$ cat src/rtl/axi3_pkg.sv
// Shared AXI3 field widths and encodings for the read-path arbiter.
package axi3_pkg;

    localparam int unsigned LEN_W   = 8;
    localparam int unsigned SIZE_W  = 3;
    localparam int unsigned PROT_W  = 3;
    localparam int unsigned BURST_W = 2;
    localparam int unsigned RESP_W  = 2;

    typedef enum logic [BURST_W-1:0] {
        BurstFixed = 2'b00,
        BurstIncr  = 2'b01,
        BurstWrap  = 2'b10
    } burst_t;

    typedef enum logic [RESP_W-1:0] {
        RespOkay   = 2'b00,
        RespExokay = 2'b01,
        RespSlverr = 2'b10,
        RespDecerr = 2'b11
    } resp_t;

endpackage

$ cat src/rtl/rr_arbiter.sv
// Combinational round-robin picker: first requester at or after ptr, wrapping, wins.
module rr_arbiter #(
    parameter int unsigned N = 2
) (
    input  logic [N-1:0]         req,
    input  logic [$clog2(N)-1:0] ptr,
    output logic [N-1:0]         gnt
);

    localparam int unsigned PW = $clog2(N);

    logic          found;
    logic [PW-1:0] idx;

    always_comb begin
        gnt   = '0;
        found = 1'b0;
        idx   = '0;
        for (int unsigned off = 0; off < N; off++) begin
            idx = PW'((32'(ptr) + off) % N);
            if (!found && req[idx]) begin
                gnt[idx] = 1'b1;
                found    = 1'b1;
            end
        end
    end

endmodule

$ cat src/rtl/axi3_rd_arbiter.sv
// N-to-1 AXI3 read-path arbiter: round-robin AR grant, one burst in flight,
// R routed back to the granted requester with RLAST-vs-ARLEN checking.
module axi3_rd_arbiter
    import axi3_pkg::*;
#(
    parameter int unsigned N  = 2,
    parameter int unsigned AW = 32,
    parameter int unsigned DW = 32,
    parameter int unsigned IW = 1
) (
    input  logic                  ACLK,
    input  logic                  ARESETn,
    input  logic [N*IW-1:0]       s_arid,
    input  logic [N*AW-1:0]       s_araddr,
    input  logic [N*LEN_W-1:0]    s_arlen,
    input  logic [N*SIZE_W-1:0]   s_arsize,
    input  logic [N*BURST_W-1:0]  s_arburst,
    input  logic [N*PROT_W-1:0]   s_arprot,
    input  logic [N-1:0]          s_arvalid,
    output logic [N-1:0]          s_arready,
    output logic [IW-1:0]         s_rid,
    output logic [DW-1:0]         s_rdata,
    output logic [RESP_W-1:0]     s_rresp,
    output logic                  s_rlast,
    output logic [N-1:0]          s_rvalid,
    input  logic [N-1:0]          s_rready,
    output logic [IW-1:0]         m_arid,
    output logic [AW-1:0]         m_araddr,
    output logic [LEN_W-1:0]      m_arlen,
    output logic [SIZE_W-1:0]     m_arsize,
    output logic [BURST_W-1:0]    m_arburst,
    output logic [PROT_W-1:0]     m_arprot,
    output logic                  m_arvalid,
    input  logic                  m_arready,
    input  logic [IW-1:0]         m_rid,
    input  logic [DW-1:0]         m_rdata,
    input  logic [RESP_W-1:0]     m_rresp,
    input  logic                  m_rlast,
    input  logic                  m_rvalid,
    output logic                  m_rready,
    output logic                  err_rlast,
    output logic [N-1:0]          gnt
);

    localparam int unsigned PW = $clog2(N);

    typedef enum logic [1:0] {StIdle, StAddr, StData} state_t;

    state_t           state_q, state_d;
    logic [N-1:0]     gnt_q, gnt_d, arb_gnt;
    logic [PW-1:0]    ptr_q, ptr_d, gidx;
    logic [LEN_W-1:0] len_q, len_d, cnt_q, cnt_d;
    logic             ar_hs, r_hs;

    rr_arbiter #(
        .N (N)
    ) u_rr (
        .req (s_arvalid),
        .ptr (ptr_q),
        .gnt (arb_gnt)
    );

    always_ff @(posedge ACLK or negedge ARESETn) begin
        if (!ARESETn) begin
            state_q <= StIdle;
            gnt_q   <= '0;
            ptr_q   <= '0;
            len_q   <= '0;
            cnt_q   <= '0;
        end else begin
            state_q <= state_d;
            gnt_q   <= gnt_d;
            ptr_q   <= ptr_d;
            len_q   <= len_d;
            cnt_q   <= cnt_d;
        end
    end

    always_comb begin
        gidx = '0;
        for (int unsigned i = 0; i < N; i++) begin
            if (gnt_q[i]) gidx = PW'(i);
        end
    end

    assign ar_hs = (state_q == StAddr) && s_arvalid[gidx] && m_arready;
    assign r_hs  = (state_q == StData) && m_rvalid && s_rready[gidx];
    assign gnt   = gnt_q;

    always_comb begin
        state_d = state_q;
        gnt_d   = gnt_q;
        ptr_d   = ptr_q;
        len_d   = len_q;
        cnt_d   = cnt_q;
        unique case (state_q)
            StIdle: begin
                if (|s_arvalid) begin
                    gnt_d   = arb_gnt;
                    state_d = StAddr;
                end
            end
            StAddr: begin
                if (ar_hs) begin
                    len_d   = s_arlen[gidx*LEN_W +: LEN_W];
                    cnt_d   = '0;
                    state_d = StData;
                end
            end
            StData: begin
                if (r_hs) begin
                    if (cnt_q != '1) cnt_d = cnt_q + 1'b1;
                    // Only RLAST ends the burst, even if ARLEN was overrun.
                    if (m_rlast) begin
                        state_d = StIdle;
                        gnt_d   = '0;
                        ptr_d   = (gidx == PW'(N-1)) ? '0 : gidx + 1'b1;
                    end
                end
            end
            default: state_d = StIdle;
        endcase
    end

    always_comb begin
        m_arid    = '0;
        m_araddr  = '0;
        m_arlen   = '0;
        m_arsize  = '0;
        m_arburst = '0;
        m_arprot  = '0;
        m_arvalid = 1'b0;
        s_arready = '0;
        s_rid     = '0;
        s_rdata   = '0;
        s_rresp   = '0;
        s_rlast   = 1'b0;
        s_rvalid  = '0;
        m_rready  = 1'b0;
        err_rlast = 1'b0;
        unique case (state_q)
            StAddr: begin
                m_arid          = s_arid[gidx*IW +: IW];
                m_araddr        = s_araddr[gidx*AW +: AW];
                m_arlen         = s_arlen[gidx*LEN_W +: LEN_W];
                m_arsize        = s_arsize[gidx*SIZE_W +: SIZE_W];
                m_arburst       = s_arburst[gidx*BURST_W +: BURST_W];
                m_arprot        = s_arprot[gidx*PROT_W +: PROT_W];
                m_arvalid       = s_arvalid[gidx];
                s_arready[gidx] = m_arready;
            end
            StData: begin
                s_rid          = m_rid;
                s_rdata        = m_rdata;
                s_rresp        = m_rresp;
                s_rlast        = m_rlast;
                s_rvalid[gidx] = m_rvalid;
                m_rready       = s_rready[gidx];
                err_rlast      = r_hs && (m_rlast != (cnt_q == len_q));
            end
            default: ;
        endcase
    end

endmodule

$ cat config.mk
export PLATFORM = sky130hd
export DESIGN_NAME = axi3_rd_arbiter
export DESIGN_NICKNAME = d
export VERILOG_FILES = /design/src/rtl/axi3_pkg.sv /design/src/rtl/rr_arbiter.sv /design/src/rtl/axi3_rd_arbiter.sv
export SDC_FILE = /design/constraint.sdc
export NUM_CORES = 1
export LEC_CHECK = 0
export ABC_AREA = 1
export CAP_MARGIN = 10
export CORE_AREA = 8 8 84 86
export DETAILED_ROUTE_END_ITERATION = 6
export DIE_AREA = 0 0 92 94
export DONT_BUFFER_PORTS = 1
export GPL_ROUTABILITY_DRIVEN = 1
export GPL_TIMING_DRIVEN = 0
export MAX_ROUTING_LAYER = met4
export SLEW_MARGIN = 20
export SYNTH_ARGS = -nofsm -noshare
export SYNTH_HDL_FRONTEND = slang
export SYNTH_SLANG_ARGS = --single-unit
$ cat constraint.sdc
create_clock -name ACLK -period 1.6 [get_ports ACLK]
set_clock_uncertainty 0.15 [all_clocks]
set_input_delay 0.16 -clock ACLK [delete_from_list [all_inputs] [get_ports ACLK]]
set_output_delay 0.16 -clock ACLK [all_outputs]
set_load 0.05 [all_outputs]
==> results of run 1 <==
flip-flops by register name, indices dropped and copies added, names as in the netlist:
register,cells
state_q,2
len_q,8
gnt,2
ptr_q,1
cnt_q,8
through the flow:
step | hold WS [ns] | power, W | utilization (%) | setup TNS [ns] | cell area [um^2]
final | 0.00488 | 0.0104 | 81.0 | -22.46 | 4660
after global routing | 0.00636 | 0.0109 | 81.0 | -27.54 | 4660
after CTS | 0.00139 | 0.00951 | 73.0 | -21.12 | 4200
after detailed placement | -0.285 | 0.00748 | 53.0 | -21.53 | 3050
after global placement | -0.285 | 0.00744 | 53.0 | -20.30 | 3050
after floorplan | -0.286 | 0.00681 | - | -8.53 | 2950
layout by cell type (no fill, tap or decap), types with 2 or more instances in the layout:
| master | count |
|---|---|
| sky130_fd_sc_hd__mux2i_4 | 4 |
| sky130_fd_sc_hd__inv_2 | 5 |
| sky130_fd_sc_hd__nand2_8 | 2 |
| sky130_fd_sc_hd__dfrtp_1 | 16 |
| sky130_fd_sc_hd__clkbuf_16 | 9 |
| sky130_fd_sc_hd__xnor2_1 | 2 |
| sky130_fd_sc_hd__mux2i_2 | 4 |
| sky130_fd_sc_hd__a21oi_1 | 5 |
| sky130_fd_sc_hd__buf_4 | 22 |
| sky130_fd_sc_hd__dlygate4sd3_1 | 16 |
| sky130_fd_sc_hd__o21ai_2 | 8 |
| sky130_fd_sc_hd__nor2_1 | 9 |
| sky130_fd_sc_hd__nor2_2 | 3 |
| sky130_fd_sc_hd__nand3b_1 | 2 |
| sky130_fd_sc_hd__nor2_4 | 48 |
| sky130_fd_sc_hd__nor3_4 | 4 |
| sky130_fd_sc_hd__buf_8 | 9 |
| sky130_fd_sc_hd__buf_12 | 9 |
| sky130_fd_sc_hd__nand2_2 | 65 |
| sky130_fd_sc_hd__dfrtp_2 | 5 |
| sky130_fd_sc_hd__buf_6 | 8 |
| sky130_fd_sc_hd__o21ai_0 | 4 |
| sky130_fd_sc_hd__nand2_1 | 76 |
| sky130_fd_sc_hd__a21oi_4 | 45 |
| sky130_fd_sc_hd__clkbuf_8 | 6 |
| sky130_fd_sc_hd__inv_1 | 49 |
| sky130_fd_sc_hd__nand2_4 | 14 |
| sky130_fd_sc_hd__nand3_1 | 11 |
cell usage after synthesis, drive strengths merged:
cell type	instances	area (um^2)
inv	56	215
nor3	5	25.0
mux2i	8	80.1
nand2	156	621
clkbuf	16	60.1
a21oi	50	284
xnor2	3	26.3
nor2	60	254
ha	1	12.5
xor2	1	8.76
dfrtp	21	526
nand3b	2	15.0
nand4	1	6.26
nand3	13	70.1
o21ai	13	95.1
buf	7	52.5
per-layer routing:
layer | GRT usage, % | up-vias
met3 | 5.44 | 20
met4 | 5.23 | 0
met1 | 25.3 | 1409
li1 | - | 1401
met5 | - | -
met2 | 46.1 | 138
repair_timing:
item	CTS	global route
buffers inserted	20	14
setup endpoints to repair	110	111
cloned	6	4
hold buffers	14	2
pin swaps	37	59
resized for setup	188	86
hold endpoints to repair	32	2
final cells by class:
| cell class | instances | share of cell area [%] |
|---|---|---|
| flip-flops and latches | 21 | 11.4 |
| well taps | 75 | 2.02 |
| inverters | 56 | 4.84 |
| repair inverters | 1 | 0.349 |
| multi-input cells | 315 | 59.0 |
| clock buffers | 4 | 0.967 |
| repair buffers | 54 | 12.6 |
| plain buffers | 22 | 8.84 |
logic make-up (layout without fill, tap and decap cells):
| kind of cell | after synthesis | count (layout) | share of synthesized area [%] |
|---|---|---|---|
| and+or+nand+nor | 237 | 239 | 42.1 |
| buffers and inverters | 79 | 137 | 13.9 |
| AOI/OAI and AO/OA | 63 | 63 | 16.1 |
| DFF | 21 | 21 | 22.4 |
| muxes | 8 | 8 | 3.41 |
| xor gates and xnor gates | 4 | 4 | 1.49 |
| adders and majority gates | 1 | 1 | 0.532 |
power breakdown:
group	internal (W)	switching, W	leakage, nW
clock	0.000177	0.000177	0.0228
sequential	0.000701	0.000218	0.265
combinational	0.00281	0.00632	1.62
worst min-delay path by stage:
| stage | startpoint | end | cells past startpoint |
|---|---|---|---|
| finish | s_arlen[15] | len_q[7] | 2 |
| global route | s_arlen[15] | len_q[7] | 2 |
| CTS | s_arlen[2] | len_q[2] | 2 |
| detailed placement | ARESETn | len_q[5] | 0 |
| global placement | ARESETn | len_q[5] | 0 |
| floorplan | ARESETn | cnt_q[0] | 0 |
==> out/metrics.cfg, run 1 <==
[clock_network]
clock_slew_at_the_register_clock_pins_of_the_worst_setup_and_hold_paths_ns = 0.08
cts_tree = built
htreeDepth = 1
cts_inserted_buffers = 3
clock_latency_at_the_later_pin_of_the_worst_skew_pair_ns = 0.26
clock_sink_count = 21
cts.path.max_buffers = 2
clock_tree.root_cell = sky130_fd_sc_hd__clkbuf_8

[cells_and_area]
fin_cells = 548
fill_cells = 355
final_layout_size_suffix_gt1_share_pct = 59.0
finish.net_count = 617
area_growth_syn_to_fin_pct = 98.0
multiInputGateArea_um2 = 2750
seqCellArea_um2 = 532
n_antenna_cell = 0

[critical_path]
timing.critical_path.to = s_arready[0]
worst_ep_required_time_ns = 1.29
max_stage_delay_on_crit_path_ns = 0.45
worstRegToRegCells = 8
critPathCaptureType = primary output
worst_reg_to_reg_setup_slack_ns = -0.22
cp.arrival_ns = 1.60
crit_fanout = 9
largest_delay_contributor_family_on_the_critical_path = simple AND/OR/NAND/NOR gates
worst_r2r_endpoint = len_q[5]
critical_path.startpoint = state_q[0]
start_kind = flop
crit_path_cell_trace = inv_2, nor2_2, inv_4, clkbuf_16, nor3_4
timing_worst_setup_path_type = reg2out
crit_path_top_delay_cell = sky130_fd_sc_hd__nor3_4
number_of_buffers_and_inverters_on_the_critical_path = 3
worst_r2r_startpoint = gnt[1]
crit_cells = 5

[place]
hpwl_um = 7800
io_buffers = 0
dp_slack_ns = -0.489
routabilityCongestion = 0.837
dp_cells = 488

[synth]
cells_after_synthesis = 413
postSynthNetCount = 556
syn_area_um2 = 2350
synth_seq_cells = 21
seq_area_frac_synth_pct = 22.4
mean_post_synth_cell_area_um2 = 5.69
synth_cell_type_count = 29
ys.warnings.count = 0

[timing]
postLayoutSetupSlackWorst_ns = -0.312
post-route-period-util_pct = 120
final_max_slew_viol_count = 0
max_slew_margin_pct = 34.2
finalHoldViolCount = 0
final_period_minus_worst_setup_slack_ns = 1.91
rsz0062_at_grt = true
fmax_ghz = 0.523
setup-violations-final = 109
tightest_slew_ns = 0.984

[route]
postRouteWirelength_um = 11700
dr_total_vias = 2968
highest-signal-layer = met4
post-route-drc-count = 0
wl_per_cell_um = 21.3
drt_first_iter_violations = 125
route.layer.met1.wl_um = 4130
drt_first_pass_iters = 4
post_drt_via_cell_ratio = 5.42
routed-wl-met3_um = 768
wl_met2_um = 6580
postRouteAntennaNets = 0

[grt]
globalRouteTotalUtil_pct = 24.4
grt_start_max_net_pins = 22
global_route.overflow_total = 0
grt_pass1_wl_um = 16800
antenna_found_initial = 0
first_global_vias = 3029

[die]
chipWidth_um = 92
floorplan.die_area_um2 = 8650
boundaryPins = 236
chipHeight_um = 94
starting_utilization_of_the_core_area_pct = 40.9
num_rows = 28
core-area_um2 = 5750

[outcome]
outcome = finished with violations
failing_checks = negative setup slack

[pwr]
total_leakage_power_nw = 1.91
peakVddDrop_mv = 1.45
power.density_nw_per_um2 = 2240

[job]
maxCapViolations = 0

[hold_path]
worstHoldPathType = in2reg

Note: power is estimated with default switching activity, not from simulation.
==> run 2: changes to the inputs <==
--- a/config.mk
+++ b/config.mk
@@ -7,9 +7,9 @@
 export LEC_CHECK = 0
 export ABC_AREA = 1
 export CAP_MARGIN = 10
-export CORE_AREA = 8 8 84 86
+export CORE_AREA = 8 8 85 87
 export DETAILED_ROUTE_END_ITERATION = 6
-export DIE_AREA = 0 0 92 94
+export DIE_AREA = 0 0 93 95
 export DONT_BUFFER_PORTS = 1
 export GPL_ROUTABILITY_DRIVEN = 1
 export GPL_TIMING_DRIVEN = 0
==> constraint.sdc (replaced) <==
create_clock -name ACLK -period 2.14 [get_ports ACLK]
set_clock_uncertainty 0.15 [all_clocks]
set_input_delay 0.214 -clock ACLK [delete_from_list [all_inputs] [get_ports ACLK]]
set_output_delay 0.214 -clock ACLK [all_outputs]
set_load 0.05 [all_outputs]
==> run 2 against run 1 <==
  * The flow still finishes with violations (negative setup slack)
  * Critical path depth is the same
  * Routed wire length is 4.2% lower
  * Critical endpoint is now s_rdata[26]
  * First-iteration DRC count rose by 11%
  * Combinational power shrank 43%
  * Hold slack worse by 0.0018 ns
  * Sequential power down 28%
  * Total power fell by 41%
==> out/metrics.cfg, run 2 (same netlist as run 1, synthesis figures left out) <==
[clock_network]
cts_inserted_buffers = 3  ; unchanged
clock_sink_count = 21  ; unchanged
clock_slew_at_the_register_clock_pins_of_the_worst_setup_and_hold_paths_ns = 0.07  ; about the same
clock_tree.root_cell = sky130_fd_sc_hd__clkbuf_8
cts.path.max_buffers = 2  ; unchanged
cts_tree = built
htreeDepth = 1  ; unchanged
clock_latency_at_the_later_pin_of_the_worst_skew_pair_ns = 0.27  ; about the same

[grt]
grt_pass1_wl_um = 16000  ; -5.1%
globalRouteTotalUtil_pct = 23.6  ; -0.87 points
grt_start_max_net_pins = 22  ; unchanged
grt_use_met2_pct = 39.0  ; -7.1 points
globalRoute.busiestLayer = met2
global_route.overflow_total = 0  ; unchanged
groute.layer.met1.usage_pct = 27.7  ; +2.5 points
first_global_vias = 2812  ; -7.2%
grt.met3_usage_pct = 6.03  ; +0.60 points
antenna_found_initial = 0  ; unchanged

[cells_and_area]
area_growth_syn_to_fin_pct = 40.8
n_antenna_cell = 0  ; unchanged
leading_registers_by_flop_count = cnt_q (8), len_q (8)
mostFrequentLayoutCell = sky130_fd_sc_hd__nand2_1
fin_cells = 498  ; -9.1%
finish.net_count = 567  ; -8.1%
final_util_pct = 56.9  ; -24 points
final_layout_size_suffix_gt1_share_pct = 35.7  ; -23 points
layout.cells.most_common_list = sky130_fd_sc_hd__nand2_1 (148), sky130_fd_sc_hd__inv_1 (52), sky130_fd_sc_hd__a21oi_4 (45), sky130_fd_sc_hd__nor2_2 (31), sky130_fd_sc_hd__dfrtp_1 (21)

[die]
num_rows = 28  ; unchanged
core-area_um2 = 5820  ; +1.2%
starting_utilization_of_the_core_area_pct = 40.4  ; -0.49 points
floorplan.die_area_um2 = 8840  ; +2.2%
chipHeight_um = 95  ; +1.1%
boundaryPins = 236  ; unchanged
chipWidth_um = 93  ; +1.1%

[critical_path]
worst_r2r_startpoint = gnt[1]
worst_ep_required_time_ns = 1.78  ; +0.49 ns
crit_fanout = 10  ; +1
worst_r2r_endpoint = len_q[7]
critPathCaptureType = primary output
crit_path_cell_trace = inv_2, nand2_1, buf_2, clkbuf_2, nor2_2
cp.arrival_ns = 1.83  ; +0.23 ns
start_kind = flop
crit_path_top_delay_cell = sky130_fd_sc_hd__nor2_2
worst_reg_to_reg_setup_slack_ns = 0.15  ; +0.37 ns
worstRegToRegCells = 8  ; unchanged
max_stage_delay_on_crit_path_ns = 0.54  ; +0.09 ns
timing_worst_setup_path_type = reg2out

[route]
postRouteAntennaNets = 0  ; unchanged
postRouteWirelength_um = 11200  ; -4.2%
dr_total_vias = 2738  ; -7.7%
post_drt_via_cell_ratio = 5.50  ; +1.5%
post-route-drc-count = 0  ; unchanged
drt_first_iter_violations = 139  ; +11%
drt_first_pass_iters = 4  ; unchanged
wl_per_cell_um = 22.5  ; +5.4%

[timing]
finalSetupTns_ns = -0.315  ; +22.15 ns
tightest_slew_ns = 0.603  ; -0.380 ns
postLayoutSetupSlackWorst_ns = -0.0493  ; +0.263 ns
setup-violations-final = 20  ; -82%
finalHoldViolCount = 0  ; unchanged
post-route-period-util_pct = 102
fmax_ghz = 0.457
final_max_slew_viol_count = 0  ; unchanged
max_slew_margin_pct = 59.7  ; +26 points
rsz0062_at_grt = true
final_period_minus_worst_setup_slack_ns = 2.19

[place]
hpwl_um = 8760  ; +12%
dp_slack_ns = -0.349  ; +0.140 ns
io_buffers = 0  ; unchanged
routabilityCongestion = 0.895  ; +6.9%
dp_cells = 488  ; unchanged

[hold_path]
worst_hold_startpoint = m_rlast
hold_critical_path_endpoint = ptr_q
worstHoldPathType = in2reg
hold_depth = 2  ; unchanged

[pwr]
total_leakage_power_nw = 1.42  ; -26%
power_switching_share_pct = 72.7  ; +8.2 points
share_comb_of_total_power_pct = 85.0  ; -2.8 points
power.net_switching_w = 0.00450  ; -33%
power.density_nw_per_um2 = 1870  ; -16%
peakVddDrop_mv = 1.36  ; -6.4%
register_share_of_total_power_pct = 10.6  ; +1.8 points
power_frac_clock_pct = 4.4  ; +1.0 points
internal_power_w = 0.00169  ; -54%
total_power_w = 0.00618  ; -41%

[job]
maxCapViolations = 0  ; unchanged

[outcome]
failing_checks = negative setup slack
outcome = finished with violations

## run 2: cell types whose count changed in the layout (fill, tap and decap cells not counted), sizes merged
cell,previous run,this run
clkinv,1,0
nor2,61,60
dlygate4sd3,16,5
buf,48,12
nand2,157,156
## run 2: how the worst max path moves through the flow
stage          startpoint      endpoint  slack [ns]  cells past startpoint
5_1_grt        state_q[0]   s_rdata[26]       -0.12                      5
6_report       state_q[0]   s_rdata[26]       -0.05                      5
3_5_place_dp       gnt[1]  m_araddr[29]       -0.35                      5
4_1_cts        state_q[0]   s_rdata[10]       -0.25                      5
3_3_place_gp       gnt[1]   s_rvalid[1]       -0.34                      4
2_1_floorplan  state_q[0]   s_rvalid[0]        -0.1                      5
## run 2: final cells by class
type / instances / area [um^2]
fillers: 548 / 2510
multi-input cells: 313 / 2230
flip-flops and latches: 21 / 526
inverters: 56 / 215
plain buffers: 23 / 148
well taps: 75 / 93.8
repair buffers: 6 / 55.1
clock buffers: 4 / 45.0
## run 2: timing repair
item                                    in CTS  in global routing
setup buffers                                0                  0
resized for setup                          135                 52
hold buffers                                 5                  1
endpoints found under the setup margin      91                 84
hold endpoints to repair                    24                 21
pin swaps                                    3                  5
## run 2: per-layer routing
| layer | part of all wire [%] | wire (um) |
|---|---|---|
| met4 | 1.8 | 206 |
| met3 | 7.8 | 878 |
| met1 | 37 | 4160 |
| met5 | 0 | 0 |
| met2 | 53 | 5950 |
## run 2: power groups by stage
stage / clock (W) / combinational (W) / sequential, W
global placement: 0 / 0.00409 / 0.000664
floorplan: 0 / 0.00360 / 0.000642
global route: 0.000296 / 0.00550 / 0.000677
CTS: 0.000271 / 0.00512 / 0.000660
detailed placement: 0 / 0.00414 / 0.000668
finish: 0.000270 / 0.00525 / 0.000658
## run 2: worst max-delay path: cells and delay by family (launching register included)
kind,cells,cell delay [ns]
and+or+nand+nor,2,0.60
buffers and inverters,3,0.57
DFF,1,0.40
## run 2: through the flow
step | cell area [um^2] | hold slack [ns]
detailed placement | 2470 | -0.231
finish | 3310 | 0.00307
global placement | 2450 | -0.231
CTS | 3190 | 0.00957
global route | 3310 | 0.0119
floorplan | 2360 | -0.232
==> run 3: changes to the inputs <==
--- a/config.mk
+++ b/config.mk
@@ -14,7 +14,6 @@
 export GPL_ROUTABILITY_DRIVEN = 1
 export GPL_TIMING_DRIVEN = 0
 export MAX_ROUTING_LAYER = met4
-export SLEW_MARGIN = 20
 export SYNTH_ARGS = -nofsm -noshare
 export SYNTH_HDL_FRONTEND = slang
 export SYNTH_SLANG_ARGS = --single-unit
==> run 3 against run 2 <==
  * The flow still finishes with violations (negative setup slack)
  * Register-to-register slack is essentially flat
  * Count of clock-buffer cells in the layout is the same
  * First-iteration DRC count shrank 9.4%
  * Die area is the same
  * Clock power shrank 3%
  * Critical path depth is the same
  * Largest cell class unchanged
  * Highest routed layer unchanged
==> out/metrics.cfg, run 3 (same netlist as run 1, synthesis figures left out) <==
[place]
hpwl_um = 8770  ; about the same
io_buffers = 0  ; unchanged
routabilityCongestion = 0.895  ; unchanged
dp_cells = 488  ; unchanged
placed_cell_area_um2 = 2460  ; -0.30%

[die]
floorplan.die_area_um2 = 8840  ; unchanged
chipHeight_um = 95  ; unchanged
core-area_um2 = 5820  ; unchanged
chipWidth_um = 93  ; unchanged
num_rows = 28  ; unchanged
starting_utilization_of_the_core_area_pct = 40.4  ; unchanged
boundaryPins = 236  ; unchanged

[grt]
globalRouteTotalUtil_pct = 23.3  ; -0.28 points
global_route.overflow_total = 0  ; unchanged
grt_pass1_wl_um = 15700  ; -1.8%
first_global_vias = 2767  ; -1.6%
antenna_found_initial = 0  ; unchanged
grt_start_max_net_pins = 22  ; unchanged

[clock_network]
postCtsSetupRepairBufs = 0  ; unchanged
cts.path.max_buffers = 2  ; unchanged
clock_tree.root_cell = sky130_fd_sc_hd__clkbuf_8
htreeDepth = 1  ; unchanged
clock_slew_at_the_register_clock_pins_of_the_worst_setup_and_hold_paths_ns = 0.08  ; about the same
clock_latency_at_the_later_pin_of_the_worst_skew_pair_ns = 0.26  ; about the same
cts_tree = built
cts_inserted_buffers = 3  ; unchanged
clock_sink_count = 21  ; unchanged

[route]
drt_first_iter_violations = 126  ; -9.4%
drt_first_pass_iters = 4  ; unchanged
postRouteWirelength_um = 11200  ; +0.37%
wl_per_cell_um = 22.7  ; +0.77%
post_drt_via_cell_ratio = 5.49  ; -0.11%
dr_total_vias = 2724  ; -0.51%
post-route-drc-count = 0  ; unchanged
postRouteAntennaNets = 0  ; unchanged

[critical_path]
start_kind = flop
crit_path_top_delay_cell = sky130_fd_sc_hd__nor2_2
timing.critical_path.to = s_rdata[18]
critical_path.startpoint = state_q[0]
critPathCaptureType = primary output
worst_ep_required_time_ns = 1.78  ; about the same
worst_r2r_startpoint = gnt[1]
worst_r2r_endpoint = len_q[7]
worst_reg_to_reg_setup_slack_ns = 0.14  ; about the same
crit_fanout = 10  ; unchanged
cp.arrival_ns = 1.80  ; -0.03 ns
crit_path_cell_trace = inv_2, nand2_1, buf_2, clkbuf_2, nor2_2
max_stage_delay_on_crit_path_ns = 0.54  ; about the same
worstRegToRegCells = 8  ; unchanged
timing_worst_setup_path_type = reg2out

[timing]
tightest_slew_ns = 0.935  ; +0.332 ns
postLayoutSetupSlackWorst_ns = -0.0275  ; +0.0218 ns
setup-violations-final = 7  ; -65%
post-route-period-util_pct = 101  ; -1.0 points
rsz0062_at_grt = true
final_period_minus_worst_setup_slack_ns = 2.17  ; -0.0218 ns
final_max_slew_viol_count = 0  ; unchanged
fmax_ghz = 0.461  ; +1.0%
max_slew_margin_pct = 37.4  ; -22 points
finalHoldViolCount = 0  ; unchanged

[hold_path]
worstHoldPathType = in2reg

[cells_and_area]
seqCellArea_um2 = 526  ; unchanged
mostFrequentLayoutCell = sky130_fd_sc_hd__nand2_1
n_antenna_cell = 0  ; unchanged
fill_cells = 561  ; +2.4%
final_layout_size_suffix_gt1_share_pct = 35.6  ; -0.068 points
final_util_pct = 56.6  ; -0.32 points
postLayoutCellArea_um2 = 3290  ; -0.57%
leading_registers_by_flop_count = cnt_q (8), len_q (8)
multiInputGateArea_um2 = 2230  ; about the same
fin_cells = 496  ; -0.40%
area_growth_syn_to_fin_pct = 40.0
layout.cells.most_common_list = sky130_fd_sc_hd__nand2_1 (148), sky130_fd_sc_hd__inv_1 (52), sky130_fd_sc_hd__a21oi_4 (45), sky130_fd_sc_hd__nor2_2 (32), sky130_fd_sc_hd__dfrtp_1 (21)
finish.net_count = 565  ; -0.35%

[pwr]
register_share_of_total_power_pct = 10.7  ; about the same
share_comb_of_total_power_pct = 85.1  ; about the same
power_switching_share_pct = 72.8  ; about the same
total_power_w = 0.00617  ; -0.11%
internal_power_w = 0.00168  ; -0.35%
power.net_switching_w = 0.00450  ; about the same
power_frac_clock_pct = 4.2  ; -0.2 points
peakVddDrop_mv = 1.42  ; +4.4%
power.density_nw_per_um2 = 1880  ; +0.46%
total_leakage_power_nw = 1.41  ; -0.69%

[job]
maxCapViolations = 0  ; unchanged

[outcome]
failing_checks = negative setup slack
outcome = finished with violations

-- run 3: cell types whose count changed in the layout (fill, tap and decap cells not counted) --
cell,delta
sky130_fd_sc_hd__nor2_2,+1
sky130_fd_sc_hd__dlygate4sd3_1,-1
sky130_fd_sc_hd__nor2_1,-1
sky130_fd_sc_hd__mux2i_1,+1
sky130_fd_sc_hd__mux2i_2,-1
sky130_fd_sc_hd__buf_4,-1
-- run 3: critical path: cells and delay by family (launching register included) --
family | cells | cell delay [ns]
and+or+nand+nor | 2 | 0.59
DFF | 1 | 0.40
buffers and inverters | 3 | 0.54
-- run 3: stage by stage --
| stage | setup WS [ns] | TNS, ns | hold WS [ns] |
|---|---|---|---|
| floorplan | -0.0971 | -0.194 | -0.232 |
| global placement | -0.340 | -6.56 | -0.231 |
| detailed placement | -0.323 | -6.90 | -0.231 |
| CTS | -0.251 | -4.56 | 0.0104 |
| global route | -0.105 | -2.04 | 0.00952 |
| finish | -0.0275 | -0.0609 | 0.00434 |
-- run 3: worst min path at each step --
| stage | start | cells after the start | to |
|---|---|---|---|
| final | m_rlast | 2 | ptr_q |
| after global routing | s_arvalid[1] | 3 | gnt[0] |
| after CTS | m_rlast | 2 | ptr_q |
| after detailed placement | ARESETn | 0 | len_q[4] |
| after global placement | ARESETn | 0 | len_q[4] |
| after floorplan | ARESETn | 0 | cnt_q[0] |
-- run 3: repair_timing --
action | in CTS | in global routing
hold endpoints to repair | 24 | 0
hold buffers | 4 | 0
gates resized for setup | 139 | 48
cloned | 0 | 0
setup endpoints to repair | 91 | 86
pin swaps | 4 | 6
-- run 3: power groups by stage --
stage	combinational (W)	clock [W]	sequential [W]
after global routing	0.00549	0.000296	0.000679
after floorplan	0.00360	0	0.000642
after CTS	0.00512	0.000270	0.000660
after global placement	0.00409	0	0.000664
final	0.00526	0.000261	0.000658
after detailed placement	0.00412	0	0.000669
-- run 3: area by class of cell --
type	instances	share of cell area [%]
tap	75	2.85
sequential	21	16.0
clock buffer	4	1.37
multi-input combinational	313	67.6
buffer	23	4.41
timing repair buffer	4	1.22
inverter	56	6.54
-- run 3: layer usage --
metal / GRT usage, % / part of all wire (%) / up-vias
met1: 26.5 / 37 / 1292
met4: 5.91 / 2.1 / 0
li1: - / - / 1280
met3: 6.03 / 7.0 / 17
met2: 39.7 / 54 / 135
met5: - / 0 / -
